File: config.mk
export PLATFORM = sky130hd
export DESIGN_NAME = cdc_hs_sender
export DESIGN_NICKNAME = d
export VERILOG_FILES = /design/src/rtl/cdc_pkg.sv /design/src/rtl/cdc_sync_2ff.sv /design/src/rtl/cdc_hs_sender.sv
export SDC_FILE = /design/constraint.sdc
export NUM_CORES = 1
export LEC_CHECK = 0
export ABC_CLOCK_PERIOD_IN_PS = 2800
export CAP_MARGIN = 0
export CORE_UTILIZATION = 54
export CTS_CLUSTER_DIAMETER = 30
export DETAILED_ROUTE_END_ITERATION = 10
export GPL_TIMING_DRIVEN = 0
export PLACE_DENSITY = 0.83
export SLEW_MARGIN = 20
export SYNTH_ARGS = -nofsm -noshare
export SYNTH_HDL_FRONTEND = slang
export SYNTH_HIERARCHICAL = 1
export SYNTH_SLANG_ARGS = --single-unit
File: constraint.sdc
create_clock -name clk -period 2.8 [get_ports clk]
set_input_delay 0.42 -clock clk [delete_from_list [all_inputs] [get_ports clk]]
set_output_delay 0.42 -clock clk [all_outputs]
set_load 0.02 [all_outputs]
File: src/rtl/cdc_pkg.sv
// cdc_pkg: shared FSM encoding and counter sizing for the CDC handshake sender
package cdc_pkg;
  typedef enum logic [1:0] {IDLE, REQ_HI, REQ_LO, ABORT} state_t;
  function automatic int cnt_width(input int t);
    return ($clog2(t + 1) < 1) ? 1 : $clog2(t + 1);
  endfunction
endpackage

File: src/rtl/cdc_sync_2ff.sv
// cdc_sync_2ff: two-flop level synchroniser with configurable reset value
module cdc_sync_2ff #(
  parameter logic INIT = 1'b0
) (
  input  logic clk,
  input  logic reset,
  input  logic d,
  output logic q
);
  logic r_meta;
  logic r_q;
  always_ff @(posedge clk) begin
    if (reset) begin
      r_meta <= INIT;
      r_q    <= INIT;
    end else begin
      r_meta <= d;
      r_q    <= r_meta;
    end
  end
  assign q = r_q;
endmodule

File: src/rtl/cdc_hs_sender.sv
// cdc_hs_sender: four-phase request/acknowledge sender with per-phase timeout
module cdc_hs_sender import cdc_pkg::*; #(
  parameter int   DATA_WIDTH     = 8,
  parameter int   TIMEOUT_CYCLES = 1023,
  parameter logic ACK_INIT       = 1'b0
) (
  input  logic                  clk,
  input  logic                  reset,
  input  logic [DATA_WIDTH-1:0] s_data,
  input  logic                  s_valid,
  output logic                  s_ready,
  output logic                  req_out,
  output logic [DATA_WIDTH-1:0] data_out,
  input  logic                  ack_in,
  output logic                  busy,
  output logic                  done,
  output logic                  timeout_err
);
  localparam int CW = cnt_width(TIMEOUT_CYCLES);
  localparam logic [CW-1:0] TMO = CW'(TIMEOUT_CYCLES);
  state_t                r_state;
  state_t                w_next;
  logic [CW-1:0]         r_cnt;
  logic [DATA_WIDTH-1:0] r_data;
  logic                  r_req;
  logic                  r_done;
  logic                  r_tmo;
  logic                  w_ack_s;
  logic                  w_expired;
  logic                  w_take;
  logic                  w_done;
  logic                  w_tmo;
  cdc_sync_2ff #(.INIT(ACK_INIT)) u_sync (
    .clk  (clk),
    .reset(reset),
    .d    (ack_in),
    .q    (w_ack_s)
  );
  assign s_ready     = (r_state == IDLE) && !w_ack_s;
  assign busy        = r_state != IDLE;
  assign w_take      = s_valid && s_ready;
  assign w_expired   = (TIMEOUT_CYCLES > 0) && (r_cnt == TMO);
  assign req_out     = r_req;
  assign data_out    = r_data;
  assign done        = r_done;
  assign timeout_err = r_tmo;
  // acknowledge progress always wins over a coincident expiry
  always_comb begin
    w_next = r_state;
    w_done = 1'b0;
    w_tmo  = 1'b0;
    case (r_state)
      IDLE:   w_next = w_take ? REQ_HI : IDLE;
      REQ_HI: begin
        w_next = w_ack_s ? REQ_LO : w_expired ? ABORT : REQ_HI;
        w_tmo  = !w_ack_s && w_expired;
      end
      REQ_LO: begin
        w_next = (!w_ack_s || w_expired) ? IDLE : REQ_LO;
        w_done = !w_ack_s;
        w_tmo  = w_ack_s && w_expired;
      end
      default: w_next = w_ack_s ? ABORT : IDLE;
    endcase
  end
  always_ff @(posedge clk) begin
    if (reset) begin
      r_state <= IDLE;
      r_req   <= 1'b0;
      r_data  <= '0;
      r_done  <= 1'b0;
      r_tmo   <= 1'b0;
      r_cnt   <= '0;
    end else begin
      r_state <= w_next;
      r_req   <= w_next == REQ_HI;
      r_done  <= w_done;
      r_tmo   <= w_tmo;
      if (r_state == IDLE && w_take) r_data <= s_data;
      r_cnt   <= (w_next != r_state) ? '0 :
                 ((r_state inside {REQ_HI, REQ_LO}) && r_cnt != '1) ? r_cnt + 1'b1 : r_cnt;
    end
  end
endmodule
[Word level (Yosys, flattened, before mapping)]
Index checks and enable logic that the tools add are counted.
Widths: inputs -> output; s select.
Word-level totals
  register bits after elaboration: 25
  output and inout port bits: 13
  word-level logic and storage cells: 36
Operators by class
  add/sub/neg operators: 1
  equality and inequality tests: 6
  mux-type cells: 7
  bitwise logic cells: 1
  reduce and logical (&&, ||, !) cells: 13
Operators by type and width (number)
  $add 10x1->10 const B: 1
  $eq 10x10->1 const B: 1
  $ne 10x10->1 const B: 1
  $mux 2: 4
  $logic_and 1x1->1: 6
  $pmux 2 s3: 1
  $eq 2x1->1 const B: 2
  $reduce_bool 2->1: 2
  $reduce_or 2->1: 2
  $eq 2x2->1 const B: 1
  $logic_not 2->1: 1
  $ne 2x2->1: 1
  $pmux 1 s2: 1
  $logic_not 1->1: 1
  $logic_or 1x1->1: 1
  $mux 1: 1
  $not 1->1: 1

[Logic depth before layout (Yosys ltp)]
Gate-level depths: netlist of the first run.
  depth after elaboration: 7
  mapped depth: 7

[Modules after synthesis]
The synthesis of the first run kept the hierarchy.
Modules (own cells, without submodules)
  cdc_hs_sender: instances 1, cells an instance 127, area each 1201.2 sq um, sequential area each 460.4 sq um
  cdc_sync_2ff: instances 1, cells an instance 4, area each 52.6 sq um, sequential area each 40.0 sq um

[Least setup slack after synthesis of the first run]
Ideal clock, no wire load.
  path kind: register to register
  start point: reg r_state[1]
  end point: reg r_cnt[0]
  setup time: 0.133 ns
  arrival time: 1.689 ns
  slack: 0.978 ns
  stages on the path, launching flop included: 7
  buffers on the path: 0
  period minus slack after synthesis: 1.822 ns
  cells stage by stage: dfxtp_1 inv_1 ha_1 or2b_1 or4_4 a32oi_4 nor3_1
Between the ends
  cells in the longest elaborated chain, start to end: 7
RTL lines
  start: declaration: RTL line cdc_hs_sender.sv:21  | state_t r_state;
  start signal: assignment: RTL line cdc_hs_sender.sv:75  | r_state <= w_next;
  $logic_not 2->1: RTL line cdc_hs_sender.sv:39, cdc_hs_sender.sv:52
  $logic_and 1x1->1: RTL line cdc_hs_sender.sv:39  | assign s_ready = (r_state == IDLE) && !w_ack_s;
  $logic_and 1x1->1: RTL line cdc_hs_sender.sv:41  | assign w_take = s_valid && s_ready;
  $mux 1: RTL line cdc_hs_sender.sv:53  | IDLE: w_next = w_take ? REQ_HI : IDLE;
  $pmux 2 s3: RTL line cdc_hs_sender.sv:52  | case (r_state)
  $ne 2x2->1: RTL line cdc_hs_sender.sv:80  | r_cnt <= (w_next != r_state) ? '0 :
  $reduce_or 2->1 (no source line)
  end signal: assignment: RTL line cdc_hs_sender.sv:80
  end: declaration: RTL line cdc_hs_sender.sv:23  | logic [CW-1:0] r_cnt;
Several ways; a longest one is shown, not always the timed one.
A chain may end at the register's enable or synchronous reset.

[Worst setup path in the final report of the first run]
  start point: reg r_state[0]
  end point: out s_ready
Between the ends
  cells in the longest elaborated chain, start to end: 2
RTL lines
  $logic_not 2->1: RTL line cdc_hs_sender.sv:39
  $logic_and 1x1->1: RTL line cdc_hs_sender.sv:39
  end: declaration: RTL line cdc_hs_sender.sv:11  | output logic s_ready,
Every way passes these cells.

==> impl_metrics.env, run 1 <==
export IMPL_die_width_um=50.19
export IMPL_p_per_area_mw_per_mm2=430.6
export IMPL_clk_path_buf_depth=2
export IMPL_syn_avg_cell_area_um2=9.570
export IMPL_r2r_start="r_state[1]$_SDFF_PP0_"
export IMPL_first_pass_iters=5
export IMPL_finalNetCount=176
export IMPL_rows=17
export IMPL_required_ps=2380
export IMPL_cp_max_fo=10
export IMPL_synth_ff_type="dfxtp_1"
export IMPL_ys_top_cells_by_count="dfxtp_1 (25), nand2_1 (12), nand3_1 (10), nor3_1 (9), a21oi_1 (8)"
export IMPL_cp_start_kind="flop"
export IMPL_avgRoutedWirePerCell_um=13.84
export IMPL_synth_largest_area_cell="dfxtp_1"
export IMPL_ir_worst_vdd_mv=0.3687
export IMPL_critPathCaptureType="output port"
export IMPL_vias=1071
export IMPL_dr_first_iter_drc_count=27
export IMPL_cts_resized=0
export IMPL_grt_antenna_before_repair=0
export IMPL_ios=25
export IMPL_hold_violations=0
export IMPL_path_clk_slew_ps=130
export IMPL_cts_tree="done"
export IMPL_timing_rr_end="r_cnt[9]$_SDFFE_PP0P_"
export IMPL_synth_top_area_share_pct=39.92
export IMPL_cp_depth=5
export IMPL_synth_seq_cells=25
export IMPL_synthArstFlopShare_pct=0
export IMPL_multiInputGateArea_um2=710.7
export IMPL_path_cells="inv_1 -> ha_1 -> nor2b_1 -> clkbuf_1 -> clkdlybuf4s50_1"
export IMPL_overflow=0
export IMPL_ant_nets=0
export IMPL_postCtsSetupBuffers=0
export IMPL_ys_seq_area_share_pct=39.92
export IMPL_critPathKind="reg -> out"
export IMPL_yosysUniqueCellTypes=42
export IMPL_relSlewSlack_pct=72.24
export IMPL_grt_usage_pct=22.91
export IMPL_grt_pass1_wl_um=4347
export IMPL_synthCells=131
export IMPL_die_height_um=50.19
export IMPL_crit_arrival_ps=2140
export IMPL_vias_per_cell=5.758
export IMPL_hold_buffers=0
export IMPL_critPathLaunch="r_state[0]$_SDFF_PP0_"
export IMPL_drive_above_1_share_pct=11.39
export IMPL_clk_latency_ps=330
export IMPL_path_delay_family="buffers and inverters"
export IMPL_setup_ws_ps=240.1
export IMPL_core_mm2=0.002191
export IMPL_syn_area_mm2=0.001254
export IMPL_leakage_nw=0.5559
export IMPL_ys_warn_count=6
export IMPL_rsz0062_at_grt="false"
export IMPL_fill_cells=173
export IMPL_dieArea_mm2=0.002519
export IMPL_cts_max_level=1
export IMPL_syn_to_final_growth_pct=23.35
export IMPL_cp_endpoint="s_ready"
export IMPL_report_final_slew_viol_count=0
export IMPL_tns_ps=0
export IMPL_crit_buf_inv=3
export IMPL_diodes=0
export IMPL_period_share_pct=91.43
export IMPL_grt_pass1_vias=1017
export IMPL_r2r_setup_slack_ps=790
export IMPL_start_util_pct=57.22
export IMPL_port_buffers=23
export IMPL_maxCapViolCount=0
export IMPL_finalPower_mw=0.6659
export IMPL_max_freq_mhz=390.6
export IMPL_synthTopCellsByArea="dfxtp_1 (40%), ha_1 (5.0%), mux2i_1 (4.0%)"
export IMPL_cts_sinks=25
export IMPL_setup_viol=0
export IMPL_seqCellArea_um2=500.5
export IMPL_grt_max_degree=15
export IMPL_syn_num_nets=148
export IMPL_ff2ff_path_depth=6
export IMPL_place_ws_ps=603.2
export IMPL_cts_buffers=3
export IMPL_status="finished clean"
export IMPL_gp_congestion=0.8413
export IMPL_wirelength_um=2575
export IMPL_worst_pin_slew_ps=412.8
export IMPL_dp_hpwl_um=1910
export IMPL_cts_root_buf="clkbuf_4"
export IMPL_synth_most_common_cell="dfxtp_1"
export IMPL_clock_skew_ps=6.686
export IMPL_fin_crit_ps=2560
export IMPL_slowest_stage="clkdlybuf4s50_1"
export IMPL_drc=0
export IMPL_synth_edff_count=0
export IMPL_hold_path_class="reg -> reg"
export IMPL_critPathMaxStageDelay_ps=680
registers in the layout, indices dropped and copies added (netlist names):
| name | count |
|---|---|
| timeout_err | 1 |
| r_cnt | 10 |
| u_sync/q | 1 |
| req_out | 1 |
| data_out | 8 |
| done | 1 |
| u_sync/r_meta | 1 |
| r_state | 2 |
final cells by class:
type | count | area share [%]
multi-input cells | 97 | 45.95
plain buffers | 6 | 2.023
inverters | 3 | 0.7282
clock buffers | 3 | 1.456
well taps | 28 | 2.265
repair buffers | 23 | 14.89
flip-flops and latches | 25 | 32.36
clock inverters | 1 | 0.3236
routing by layer:
metal / share of wire (%) / track usage (%) / vias up
met1: 42 / 24.90 / 496
met5: 0 / 0 / -
li1: - / - / 536
met3: 5.2 / 4.545 / 4
met2: 51 / 42.89 / 35
met4: 1.4 / 8.571 / 0
cell usage in the layout, fill, tap and decap left out, drive strengths merged, types with 2 or more instances in the layout:
cell,instances
a21o,2
a21oi,8
a31oi,2
and2,2
and4,2
buf,3
clkbuf,6
clkdlybuf4s50,23
dfxtp,25
ha,5
inv,3
mux2i,5
nand2,13
nand2b,2
nand3,11
nand4,5
nor2b,3
nor3,9
o21ai,2
o311ai,2
o31ai,3
xor2,5
worst min path at each step:
stage,endpoint,startpoint,cells past startpoint
3_5_place_dp,u_sync/q$_SDFF_PP0_,u_sync/r_meta$_SDFF_PP0_,1
3_3_place_gp,u_sync/q$_SDFF_PP0_,u_sync/r_meta$_SDFF_PP0_,1
5_1_grt,u_sync/q$_SDFF_PP0_,u_sync/r_meta$_SDFF_PP0_,1
2_1_floorplan,u_sync/q$_SDFF_PP0_,u_sync/r_meta$_SDFF_PP0_,1
4_1_cts,u_sync/q$_SDFF_PP0_,u_sync/r_meta$_SDFF_PP0_,1
6_report,u_sync/q$_SDFF_PP0_,u_sync/r_meta$_SDFF_PP0_,1
cell families after synthesis:
group	after synthesis	synth area share, %
flops	25	39.92
compound gates	26	17.67
buf+inv	9	3.392
mux	6	4.890
simple gates	54	24.95
fa+ha+maj	5	4.990
xor+xnor	6	4.192
where the power goes:
| group | switching [mW] | internal, mW |
|---|---|---|
| clock | 0.111 | 0.0536 |
| combinational | 0.0644 | 0.0603 |
| sequential | 0.00723 | 0.369 |
| total | 0.183 | 0.483 |
stage by stage:
| stage | cells | hold slack [ps] | utilization, % | area [um^2] |
|---|---|---|---|---|
| 4_1_cts | 186 | 464.5 | 70.59 | 1546 |
| 2_1_floorplan | 131 | 413.8 | - | 1254 |
| 3_3_place_gp | 182 | 422.4 | 69.33 | 1519 |
| 3_5_place_dp | 182 | 433.8 | 69.33 | 1519 |
| 6_report | 186 | 461.3 | 70.59 | 1546 |
| 5_1_grt | 186 | 481.5 | 70.59 | 1546 |
worst reg2reg max path, cell delays in order, from the launching register on:
cell and delay (ps):
dfxtp_1 360, inv_1 100, ha_1 240, or2b_1 240, or4_4 440, a32oi_4 410, nor3_1 110
(Power assumes the default switching activity.)
==> run 2, diff against run 1 <==
- CELL_PAD_IN_SITES_DETAIL_PLACEMENT: unset -> 2
- CELL_PAD_IN_SITES_GLOBAL_PLACEMENT: unset -> 2
- CORE_UTILIZATION: 54 -> 33
- PLACE_DENSITY: 0.83 -> unset
- PLACE_DENSITY_LB_ADDON: unset -> 0.1
==> run 2 against run 1 <==
Against the previous run: count of clock-buffer cells in the layout stayed put; sequential power hardly changed; sequential share of layout area decreased by 0.89 points; core utilization decreased by 27 points; die area increased by 61%; worst hold slack gained 1.5 ps; power grew 8.9%; critical path type unchanged; largest power group unchanged.
==> impl_metrics.env, run 2 (synthesized netlist as in run 1, its figures left out) <==
export IMPL_cp_depth=5
export IMPL_cts_tree="done"
export IMPL_first_pass_iters=4
export IMPL_drc=0
export IMPL_tns_ps=0
export IMPL_p_int_mw=0.5288
export IMPL_cts_root_buf="clkbuf_8"
export IMPL_ant_nets=0
export IMPL_rsz0062_at_grt="false"
export IMPL_status="finished clean"
export IMPL_p_per_area_mw_per_mm2=456.0
export IMPL_grt_usage_pct=17.94
export IMPL_vias=1089
export IMPL_avgRoutedWirePerCell_um=15.40
export IMPL_cts_resized=0
export IMPL_overflow=0
export IMPL_relSlewSlack_pct=67.28
export IMPL_dp_cells=202
export IMPL_gp_congestion=0.7007
export IMPL_place_ws_ps=559.0
export IMPL_critPathMaxStageDelay_ps=690
export IMPL_p_sw_mw=0.1964
export IMPL_grt_pass1_vias=1182
export IMPL_most_common_layout_cells="dfxtp_1 (25), clkdlybuf4s50_1 (23), nand2_1 (12), nand3_1 (10), nor3_1 (9)"
export IMPL_crit_buf_inv=3
export IMPL_grt_pass1_wl_um=5685
export IMPL_setup_viol=0
export IMPL_dp_hpwl_um=2421
export IMPL_critPathKind="reg -> out"
export IMPL_hold_violations=0
export IMPL_final_common_cell="dfxtp_1"
export IMPL_regMostFlops="r_cnt"
export IMPL_syn_to_final_growth_pct=26.85
export IMPL_grt_max_degree=15
export IMPL_cp_start_kind="flop"
export IMPL_diodes=0
export IMPL_dieArea_mm2=0.004049
export IMPL_r2r_setup_slack_ps=680
export IMPL_path_clk_slew_ps=90
export IMPL_port_buffers=23
export IMPL_dr_first_iter_drc_count=33
export IMPL_cp_max_fo=10
export IMPL_worst_pin_slew_ps=490.8
export IMPL_hold_path_class="reg -> reg"
export IMPL_rows=22
export IMPL_path_cells="inv_1 -> ha_1 -> nor2b_1 -> clkbuf_1 -> clkdlybuf4s50_1"
export IMPL_core_mm2=0.003661
export IMPL_cts_buffers=3
export IMPL_timing_rr_end="r_cnt[4]$_SDFFE_PP0P_"
export IMPL_layoutNonFillerInstCount=206
export IMPL_cts_max_level=1
export IMPL_critPathCaptureType="output port"
export IMPL_clk_path_buf_depth=2
export IMPL_fill_cells=394
export IMPL_max_freq_mhz=395.8
export IMPL_ios=25
export IMPL_path_delay_family="buffers and inverters"
export IMPL_ff2ff_path_depth=6
export IMPL_slowest_stage="clkdlybuf4s50_1"
export IMPL_start_util_pct=34.24
export IMPL_largest_reg_flops=10
export IMPL_crit_arrival_ps=2110
export IMPL_fin_crit_ps=2526
export IMPL_finalNetCount=176
export IMPL_r2r_start="r_state[1]$_SDFF_PP0_"
export IMPL_grt_antenna_before_repair=0
export IMPL_critPathLaunch="r_state[1]$_SDFF_PP0_"
export IMPL_postCtsSetupBuffers=0
export IMPL_period_share_pct=90.23
export IMPL_vias_per_cell=5.286
export IMPL_ir_worst_vdd_mv=0.1636
export IMPL_maxCapViolCount=0
export IMPL_required_ps=2380
export IMPL_setup_ws_ps=273.7
export IMPL_die_width_um=63.64
export IMPL_finalPower_mw=0.7252
export IMPL_cp_endpoint="s_ready"
export IMPL_clockPowerShare_pct=30.2
export IMPL_die_height_um=63.64
export IMPL_report_final_slew_viol_count=0
export IMPL_drive_above_1_share_pct=11.39
export IMPL_cts_sinks=25
export IMPL_leakage_nw=0.5637
export IMPL_clk_latency_ps=270
export IMPL_p_sw_share_pct=27.08
export IMPL_wirelength_um=3172
export IMPL_clock_skew_ps=2.782
export IMPL_p_seq_share_pct=51.9
export IMPL_comb_power_share_pct=17.9
export IMPL_hold_buffers=0
-- run 2: cell type report --
type | instances | area [um^2] | area share (%)
plain buffers | 6 | 31.28 | 1.967
clock buffers | 3 | 41.29 | 2.596
clock inverters | 1 | 5.005 | 0.3147
inverters | 3 | 11.26 | 0.7081
multi-input cells | 97 | 710.7 | 44.69
flip-flops and latches | 25 | 500.5 | 31.47
well taps | 48 | 60.06 | 3.777
repair buffers | 23 | 230.2 | 14.48
-- run 2: power by group through the flow --
stage          clock network, mW  logic, mW  registers (mW)
6_report                   0.219      0.130           0.376
5_1_grt                    0.242      0.143           0.379
4_1_cts                    0.225      0.132           0.377
3_5_place_dp                   0      0.132           0.385
3_3_place_gp                   0      0.127           0.384
2_1_floorplan                  0     0.0628           0.395
-- run 2: worst min path at each step --
stage / slack [ps] / from / to / depth (start not counted)
finish: 460 / u_sync/r_meta$_SDFF_PP0_ / u_sync/q$_SDFF_PP0_ / 1
global route: 470 / u_sync/r_meta$_SDFF_PP0_ / u_sync/q$_SDFF_PP0_ / 1
CTS: 470 / u_sync/r_meta$_SDFF_PP0_ / u_sync/q$_SDFF_PP0_ / 1
detailed placement: 450 / u_sync/r_meta$_SDFF_PP0_ / u_sync/q$_SDFF_PP0_ / 1
global placement: 440 / data_out[7]$_SDFFE_PP0P_ / data_out[7]$_SDFFE_PP0P_ / 2
floorplan: 410 / u_sync/r_meta$_SDFF_PP0_ / u_sync/q$_SDFF_PP0_ / 1
-- run 2: routing by layer --
| metal | global-route usage, % | share of wire (%) |
|---|---|---|
| met5 | 0 | 0 |
| met4 | 6.818 | 0.69 |
| met3 | 2.899 | 3.8 |
| met2 | 31.91 | 51 |
| met1 | 21.26 | 44 |
-- run 2: stage by stage --
step / util (%) / instance area, um^2 / hold WS, ps
3_3_place_gp: 42.17 / 1544 / 441.3
3_5_place_dp: 42.17 / 1544 / 452.2
6_report: 43.44 / 1590 / 462.8
5_1_grt: 43.44 / 1590 / 472.4
4_1_cts: 43.44 / 1590 / 468.7
2_1_floorplan: - / 1254 / 413.8
